$ cat config.mk
export PLATFORM = sky130hd
export DESIGN_NAME = iob_axistream_out_w_flat
export DESIGN_NICKNAME = d
export VERILOG_FILES = /design/src/rtl/iob_axistream_out_w_pkg.sv /design/src/rtl/iob_axistream_out_w_if.sv /design/src/rtl/iob_axistream_out_w_fifo.sv /design/src/rtl/iob_axistream_out_w.sv /design/src/flat_wrapper.sv
export SDC_FILE = /design/constraint.sdc
export NUM_CORES = 1
export LEC_CHECK = 0
export BUFFER_PORTS_ARGS = -buffer_cell sky130_fd_sc_hd__buf_2
export CAP_MARGIN = 20
export CORE_MARGIN = 3
export CORE_UTILIZATION = 30
export CTS_CLUSTER_DIAMETER = 80
export DETAILED_ROUTE_END_ITERATION = 6
export PLACE_DENSITY = 0.48
export REMOVE_ABC_BUFFERS = 1
export SYNTH_ARGS = -nofsm -noshare
export SYNTH_HDL_FRONTEND = slang
export SYNTH_SLANG_ARGS = --single-unit
$ cat constraint.sdc
create_clock -name clk -period 18.8 [get_ports clk]
set_input_delay 0.94 -clock clk [delete_from_list [all_inputs] [get_ports clk]]
set_output_delay 0.94 -clock clk [all_outputs]
set_load 0.02 [all_outputs]
$ cat src/rtl/iob_axistream_out_w_pkg.sv
// Shared register map, control/status bit positions and helpers for the
// CPU-to-AXI-Stream word unpacker.
package iob_axistream_out_w_pkg;

    localparam int unsigned REG_DATA      = 0;
    localparam int unsigned REG_DATA_LAST = 1;
    localparam int unsigned REG_NBEATS    = 2;
    localparam int unsigned REG_CTRL      = 3;
    localparam int unsigned REG_STATUS    = 4;

    localparam int unsigned CTRL_ENABLE = 0;
    localparam int unsigned CTRL_CLEAR  = 1;

    localparam int unsigned STAT_FULL      = 0;
    localparam int unsigned STAT_EMPTY     = 1;
    localparam int unsigned STAT_BUSY      = 2;
    localparam int unsigned STAT_OVERFLOW  = 3;
    localparam int unsigned STAT_LEVEL_LSB = 16;

    localparam int unsigned NBEATS_W = 6;

    // A requested beat count of zero or beyond the word's beat capacity means "whole word".
    function automatic logic [NBEATS_W-1:0] resolve_nbeats(input logic [NBEATS_W-1:0] req,
                                                            input int unsigned ratio);
        if (req == '0 || 32'(req) > ratio)
            return NBEATS_W'(ratio);
        return req;
    endfunction

endpackage

$ cat src/rtl/iob_axistream_out_w_if.sv
// CPU register port plus outgoing stream port of the word unpacker.
interface iob_axistream_out_w_if #(
    parameter int DATA_W  = 32,
    parameter int TDATA_W = 8,
    parameter int ADDR_W  = 3
);
    logic                  valid;
    logic [ADDR_W-1:0]     address;
    logic [DATA_W-1:0]     wdata;
    logic [DATA_W/8-1:0]   wstrb;
    logic [DATA_W-1:0]     rdata;
    logic                  ready;
    logic [TDATA_W-1:0]    tdata;
    logic                  tvalid;
    logic                  tready;
    logic                  tlast;

    modport slave (
        input  valid, address, wdata, wstrb, tready,
        output rdata, ready, tdata, tvalid, tlast
    );

    modport master (
        output valid, address, wdata, wstrb, tready,
        input  rdata, ready, tdata, tvalid, tlast
    );
endinterface

$ cat src/rtl/iob_axistream_out_w_fifo.sv
// Show-ahead word FIFO: pop_data always presents the oldest entry while not empty.
module iob_axistream_out_w_fifo #(
    parameter int W          = 39,
    parameter int DEPTH_LOG2 = 4
) (
    input  logic                  clk,
    input  logic                  rst_n,
    input  logic                  clr,
    input  logic                  push,
    input  logic [W-1:0]          push_data,
    input  logic                  pop,
    output logic [W-1:0]          pop_data,
    output logic                  full,
    output logic                  empty,
    output logic [DEPTH_LOG2:0]   level
);
    localparam int DEPTH = 1 << DEPTH_LOG2;

    logic [W-1:0]            mem [DEPTH];
    logic [DEPTH_LOG2-1:0]   wr_ptr;
    logic [DEPTH_LOG2-1:0]   rd_ptr;
    logic [DEPTH_LOG2:0]     count;
    logic                    do_push;
    logic                    do_pop;

    assign full     = (count == (DEPTH_LOG2+1)'(DEPTH));
    assign empty    = (count == '0);
    assign level    = count;
    assign pop_data = mem[rd_ptr];

    // A push into a full FIFO is fine when the same cycle frees a slot.
    assign do_pop  = pop & ~empty & ~clr;
    assign do_push = push & (~full | do_pop) & ~clr;

    always_ff @(posedge clk) begin
        if (do_push)
            mem[wr_ptr] <= push_data;
    end

    always_ff @(posedge clk or negedge rst_n) begin
        if (!rst_n) begin
            wr_ptr <= '0;
            rd_ptr <= '0;
            count  <= '0;
        end else if (clr) begin
            wr_ptr <= '0;
            rd_ptr <= '0;
            count  <= '0;
        end else begin
            if (do_push)
                wr_ptr <= wr_ptr + DEPTH_LOG2'(1);
            if (do_pop)
                rd_ptr <= rd_ptr + DEPTH_LOG2'(1);
            case ({do_push, do_pop})
                2'b10:   count <= count + (DEPTH_LOG2+1)'(1);
                2'b01:   count <= count - (DEPTH_LOG2+1)'(1);
                default: count <= count;
            endcase
        end
    end
endmodule

$ cat src/rtl/iob_axistream_out_w.sv
// CPU-written words are queued and unpacked LSB-first into TDATA_W-wide stream beats.
//
// state | meaning
// IDLE  | no word held, tvalid low
// SEND  | word held, tvalid high, beats_left counts down to the final beat
module iob_axistream_out_w
    import iob_axistream_out_w_pkg::*;
#(
    parameter int DATA_W          = 32,
    parameter int TDATA_W         = 8,
    parameter int FIFO_DEPTH_LOG2 = 4,
    parameter int ADDR_W          = 3
) (
    input  logic                   clk,
    input  logic                   rst_n,
    iob_axistream_out_w_if.slave   bus
);
    localparam int R  = DATA_W / TDATA_W;
    localparam int FW = DATA_W + 1 + NBEATS_W;

    localparam logic [0:0] ST_IDLE = 1'b0;
    localparam logic [0:0] ST_SEND = 1'b1;

    logic                     wr_en;
    logic                     rd_en;
    logic                     sel_data;
    logic                     sel_last;
    logic                     sel_nbeats;
    logic                     sel_ctrl;
    logic                     sel_status;
    logic                     clear;
    logic                     push;
    logic                     pop;
    logic [FW-1:0]            push_word;
    logic [FW-1:0]            fifo_q;
    logic                     fifo_full;
    logic                     fifo_empty;
    logic [FIFO_DEPTH_LOG2:0] fifo_level;
    logic [DATA_W-1:0]        fifo_word;
    logic [NBEATS_W-1:0]      fifo_nb;
    logic                     fifo_last;

    logic [NBEATS_W-1:0]      nbeats_q;
    logic                     enable_q;
    logic                     overflow_q;
    logic                     ready_q;
    logic [DATA_W-1:0]        rdata_q;
    logic [DATA_W-1:0]        rd_mux;
    logic [31:0]              status;
    logic [31:0]              ctrl_rd;

    logic [0:0]               state_q;
    logic [DATA_W-1:0]        shift_q;
    logic [NBEATS_W-1:0]      beats_left;
    logic                     word_last;
    logic [TDATA_W-1:0]       tdata_q;
    logic                     tlast_q;
    logic                     accept;
    logic                     final_beat;

    assign wr_en      = bus.valid & (|bus.wstrb);
    assign rd_en      = bus.valid & ~(|bus.wstrb);
    assign sel_data   = (bus.address == ADDR_W'(REG_DATA));
    assign sel_last   = (bus.address == ADDR_W'(REG_DATA_LAST));
    assign sel_nbeats = (bus.address == ADDR_W'(REG_NBEATS));
    assign sel_ctrl   = (bus.address == ADDR_W'(REG_CTRL));
    assign sel_status = (bus.address == ADDR_W'(REG_STATUS));

    assign clear = wr_en & sel_ctrl & bus.wdata[CTRL_CLEAR];
    assign push  = wr_en & (sel_data | sel_last) & ~clear;

    assign push_word = {sel_last,
                        sel_last ? resolve_nbeats(nbeats_q, R) : NBEATS_W'(R),
                        bus.wdata};

    assign fifo_word = fifo_q[DATA_W-1:0];
    assign fifo_nb   = fifo_q[DATA_W +: NBEATS_W];
    assign fifo_last = fifo_q[FW-1];

    iob_axistream_out_w_fifo #(
        .W          (FW),
        .DEPTH_LOG2 (FIFO_DEPTH_LOG2)
    ) u_fifo (
        .clk        (clk),
        .rst_n      (rst_n),
        .clr        (clear),
        .push       (push),
        .push_data  (push_word),
        .pop        (pop),
        .pop_data   (fifo_q),
        .full       (fifo_full),
        .empty      (fifo_empty),
        .level      (fifo_level)
    );

    // Registers and sticky overflow
    always_ff @(posedge clk or negedge rst_n) begin
        if (!rst_n) begin
            nbeats_q   <= '0;
            enable_q   <= 1'b0;
            overflow_q <= 1'b0;
        end else begin
            if (wr_en && sel_nbeats)
                nbeats_q <= bus.wdata[NBEATS_W-1:0];
            if (wr_en && sel_ctrl)
                enable_q <= bus.wdata[CTRL_ENABLE];
            if (clear)
                overflow_q <= 1'b0;
            else if (push && fifo_full && !pop)
                overflow_q <= 1'b1;
        end
    end

    always_comb begin
        status                             = '0;
        status[STAT_FULL]                  = fifo_full;
        status[STAT_EMPTY]                 = fifo_empty;
        status[STAT_BUSY]                  = (state_q == ST_SEND);
        status[STAT_OVERFLOW]              = overflow_q;
        status[STAT_LEVEL_LSB +: 16]       = 16'(fifo_level);
        ctrl_rd                            = '0;
        ctrl_rd[CTRL_ENABLE]               = enable_q;
        rd_mux                             = '0;
        if (sel_nbeats)
            rd_mux = DATA_W'(nbeats_q);
        else if (sel_ctrl)
            rd_mux = DATA_W'(ctrl_rd);
        else if (sel_status)
            rd_mux = DATA_W'(status);
    end

    always_ff @(posedge clk or negedge rst_n) begin
        if (!rst_n) begin
            ready_q <= 1'b0;
            rdata_q <= '0;
        end else begin
            ready_q <= bus.valid;
            rdata_q <= rd_en ? rd_mux : '0;
        end
    end

    assign bus.ready = ready_q;
    assign bus.rdata = rdata_q;

    // Unpacker: a new word is taken either from IDLE or as the final beat is accepted.
    assign accept     = (state_q == ST_SEND) & bus.tready;
    assign final_beat = (beats_left == '0);
    assign pop        = ~clear & enable_q & ~fifo_empty &
                        ((state_q == ST_IDLE) | (accept & final_beat));

    always_ff @(posedge clk or negedge rst_n) begin
        if (!rst_n) begin
            state_q    <= ST_IDLE;
            shift_q    <= '0;
            beats_left <= '0;
            word_last  <= 1'b0;
            tdata_q    <= '0;
            tlast_q    <= 1'b0;
        end else if (clear) begin
            state_q    <= ST_IDLE;
            shift_q    <= '0;
            beats_left <= '0;
            word_last  <= 1'b0;
            tdata_q    <= '0;
            tlast_q    <= 1'b0;
        end else if (pop) begin
            state_q    <= ST_SEND;
            tdata_q    <= fifo_word[TDATA_W-1:0];
            shift_q    <= fifo_word >> TDATA_W;
            beats_left <= fifo_nb - NBEATS_W'(1);
            word_last  <= fifo_last;
            tlast_q    <= fifo_last & (fifo_nb == NBEATS_W'(1));
        end else if (accept) begin
            if (final_beat) begin
                state_q <= ST_IDLE;
                tlast_q <= 1'b0;
            end else begin
                tdata_q    <= shift_q[TDATA_W-1:0];
                shift_q    <= shift_q >> TDATA_W;
                beats_left <= beats_left - NBEATS_W'(1);
                tlast_q    <= word_last & (beats_left == NBEATS_W'(1));
            end
        end
    end

    assign bus.tvalid = (state_q == ST_SEND);
    assign bus.tdata  = tdata_q;
    assign bus.tlast  = tlast_q;
endmodule

$ cat src/flat_wrapper.sv
// flat-port wrapper written by rule: the top's interface ports become plain ports
module iob_axistream_out_w_flat import iob_axistream_out_w_pkg::*;
#(
    parameter int DATA_W          = 32,
    parameter int TDATA_W         = 8,
    parameter int FIFO_DEPTH_LOG2 = 4,
    parameter int ADDR_W          = 3
)
  (clk, rst_n, bus_valid, bus_address, bus_wdata, bus_wstrb, bus_tready, bus_rdata, bus_ready, bus_tdata, bus_tvalid, bus_tlast);
  iob_axistream_out_w_if #(.DATA_W(DATA_W), .TDATA_W(TDATA_W), .ADDR_W(ADDR_W)) bus_i ();
  input  logic clk;
  input  logic rst_n;
  input wire logic [$bits(bus_i.valid)-1:0] bus_valid;
  input wire logic [$bits(bus_i.address)-1:0] bus_address;
  input wire logic [$bits(bus_i.wdata)-1:0] bus_wdata;
  input wire logic [$bits(bus_i.wstrb)-1:0] bus_wstrb;
  input wire logic [$bits(bus_i.tready)-1:0] bus_tready;
  output wire logic [$bits(bus_i.rdata)-1:0] bus_rdata;
  output wire logic [$bits(bus_i.ready)-1:0] bus_ready;
  output wire logic [$bits(bus_i.tdata)-1:0] bus_tdata;
  output wire logic [$bits(bus_i.tvalid)-1:0] bus_tvalid;
  output wire logic [$bits(bus_i.tlast)-1:0] bus_tlast;
  assign bus_i.valid = bus_valid;
  assign bus_i.address = bus_address;
  assign bus_i.wdata = bus_wdata;
  assign bus_i.wstrb = bus_wstrb;
  assign bus_i.tready = bus_tready;
  assign bus_rdata = bus_i.rdata;
  assign bus_ready = bus_i.ready;
  assign bus_tdata = bus_i.tdata;
  assign bus_tvalid = bus_i.tvalid;
  assign bus_tlast = bus_i.tlast;
  iob_axistream_out_w #(.DATA_W(DATA_W), .TDATA_W(TDATA_W), .FIFO_DEPTH_LOG2(FIFO_DEPTH_LOG2), .ADDR_W(ADDR_W)) u_core (.clk(clk), .rst_n(rst_n), .bus(bus_i));
endmodule
==> qor.csv <==
metric,value,unit
reg-to-reg startpoint,u_core.u_fifo.rd_ptr[0],
DRT Pass-1 Iters,5,
post-route setup slack,13690,ps
H-tree depth,3,
met2 Use GR,21.9,%
clock buffer depth,3,
Core Region,90600,um^2
clock sink count,698,
insertion delay to the later sink of the worst-skew pair,630,ps
routed wire length per instance,23.0,um
Worst Hold Class,in2async,
largest net degree at the start of global routing,59,
fill count,8433,
hold_ws,173,ps
Max Fclk,196,MHz
Hold Fails Final Rpt,0,
"Top FF cell, synth",edfxtp_1,
crit path max fanout,46,
gr ovfl total,0,
Post-synth EDFFs,624,
"count leader, synth",edfxtp_1,
Syn. warnings,0,
met3 Use GR,2.70,%
GRT busiest layer,met2,
Yosys top cell area share,67.9,%
RSZ-0062 raised after global routing,no,
Synth async-reset ratio,10.6,%
FP Rows,110,
HPWL Detailed,36.8,mm
DR iter-0 viols,1045,
time the worst path needs with I/O delays and setup,5110,ps
Yosys cell types,62,
final wirelength,64.9,mm
CTS buffer count,77,
port bufs,64,
maxcap violations,0,
initial antenna violation count,3,
Layout Nets,1637,
largest cells by area after synthesis,"edfxtp_1, mux4_2, dfrtp_1",
Fin Setup TNS,0,ps
Synth Area per Inst,19.2,um^2
clock-pin slew on the worst setup and hold paths,60,ps
Power Density,134,nW/um^2
kind of critical path,in2reg,
Reg2Reg Depth,12,
full die area,95600,um^2
Final Cycle Share,27.2,%
Worst Skew,28.4,ps
Final ANT Viol Nets,0,
initial core utilization,30.5,%
dpl cells,2676,
CTS tree,yes,
cell taking the most area after synthesis,edfxtp_1,
Layout Cells excl Fill,2817,
DRC,0,
Post-synth top cells,"edfxtp_1, mux4_2, mux2i_1, dfrtp_1, o21ai_0",
Clock Tree Root,clkbuf_16,
Worst R2R End,u_core.beats_left[4],
Slew HR,31.6,%
chip width,309,um
Crit. End Element,flip-flop,
synthesized cell area,27600,um^2
gp weighted congestion,0.755,
Worst Path Required,19270,ps
Area Overhead vs Synth,16.1,%
outcome,completed,
Tot GR Track Use,13.7,%
leak pwr,10.5,nW
Final setup viols,0,
Die H,309,um
pre-CTS setup slack,13120,ps
peak supply drop,72.3,uV
overall power,4.30,mW
met1 usage,18.9,%
Critical Path AT,5580,ps
I/O Pins,86,
Least-Margin Pin Slew,1020,ps
Post-CTS Hold Buffers,0,
setup bufs post-CTS,0,
flop2flop setup slack,14030,ps
vias per inst,4.87,
register area share after synthesis,74.7,%
ratio of cells with drive above 1 in the final layout,22.8,%
"flops & latches, synth",698,
Critical Path Start Type,primary input,
Vias,13700,
post-cts sizing count,0,
Slew Limit Fails,0,
vias in the first global route,14400,
first-pass GRT wire length,96.4,mm
Post-Synthesis Cells,1437,
## cell type report
type | instances | area, um^2 | share of cell area (%)
Antenna cell | 1 | 2.50 | 0.00782
Clock buffer | 101 | 2120 | 6.62
Clock inverter | 38 | 432 | 1.35
Inverter | 16 | 65.1 | 0.203
Multi-Input combinational cell | 688 | 6710 | 21.0
Sequential cell | 698 | 20600 | 64.4
Tap cell | 1176 | 1470 | 4.60
Timing Repair Buffer | 99 | 606 | 1.89
## critical path, cell delays in order
cell	delay, ps
buf_2	130
nor2b_1	460
and4_4	690
or3_1	530
clkinv_4	450
o21ai_4	540
ha_1	360
xor2_1	100
ha_1	210
o21a_1	170
o221a_2	260
or3_1	300
a21oi_1	180
xnor2_1	140
nor2_1	50
## how the worst max path moves through the flow
stage,slack [ps],endpoint,cells past startpoint,start
finish,13690,u_core.u_fifo.level[4],15,bus_address[1]
global route,13390,u_core.u_fifo.level[4],15,bus_address[1]
CTS,13530,u_core.beats_left[4],11,u_core.u_fifo.rd_ptr[0]
detailed placement,13120,u_core.u_fifo.level[4],15,bus_address[1]
global placement,13190,u_core.u_fifo.level[4],15,bus_address[1]
floorplan,9810,u_core.beats_left[4],8,u_core.u_fifo.rd_ptr[0]
## cell usage in the layout, fill, tap and decap left out, types with 4 or more instances in the layout
cell,instances
nand3_1,5
mux2_2,6
a22o_1,12
nor4_2,4
o221ai_1,22
clkbuf_16,78
edfxtp_1,624
clkbuf_1,15
nand2_1,39
a22oi_1,37
dfrtp_1,70
nand2b_1,4
mux4_2,123
nor2_1,28
conb_1,69
and3_1,4
o22ai_1,25
nor3_1,10
mux2i_1,91
clkinv_2,7
nor2b_1,5
clkinv_1,14
o32ai_1,22
clkbuf_8,8
inv_1,15
xnor2_1,6
ha_1,14
buf_4,35
a21oi_1,30
buf_2,63
xor2_1,7
bufinv_16,9
and2_2,8
o21ai_1,7
o21ai_0,46
inv_6,4
nor2_4,4
and2_1,7
## metrics by stage
step | utilization (%) | area, um^2
finish | 35.3 | 32000
global route | 35.3 | 32000
CTS | 35.3 | 32000
detailed placement | 32.5 | 29400
global placement | 32.5 | 29400
floorplan | - | 27300
## state kept, by name (all words and copies together), names as in the netlist, 4 cells and up
| register | cells |
|---|---|
| u_core.bus.rdata | 11 |
| u_core.bus.tdata | 8 |
| u_core.beats_left | 6 |
| u_core.u_fifo.rd_ptr | 4 |
| u_core.u_fifo.mem | 624 |
| u_core.u_fifo.level | 5 |
| u_core.nbeats_q | 6 |
| u_core.u_fifo.wr_ptr | 4 |
| u_core.shift_q | 24 |
## cells by family (layout without fill, tap and decap cells)
kind of cell	after synthesis	after routing	synth area share (%)
flops	698	698	74.7
compound gates	231	231	5.79
mux	220	220	13.6
simple gates	141	141	2.63
buf+inv	119	254	2.28
fa+ha+maj	14	14	0.635
xor+xnor	13	13	0.413
other cells	1	70	0.0136
## report_power, final
| group | total [mW] | internal (mW) | switching [mW] |
|---|---|---|---|
| logic | 0.904 | 0.394 | 0.510 |
| registers | 1.88 | 1.78 | 0.0985 |
| clock network | 1.52 | 0.916 | 0.602 |
| total | 4.30 | 3.09 | 1.21 |
## per-layer routing
layer / vias up / wire [um]
li1: 6118 / -
met1: 7191 / 29900
met2: 321 / 30200
met3: 88 / 3140
met4: 2 / 1520
met5: - / 13
No activity file was read; power rests on OpenSTA's default activity.
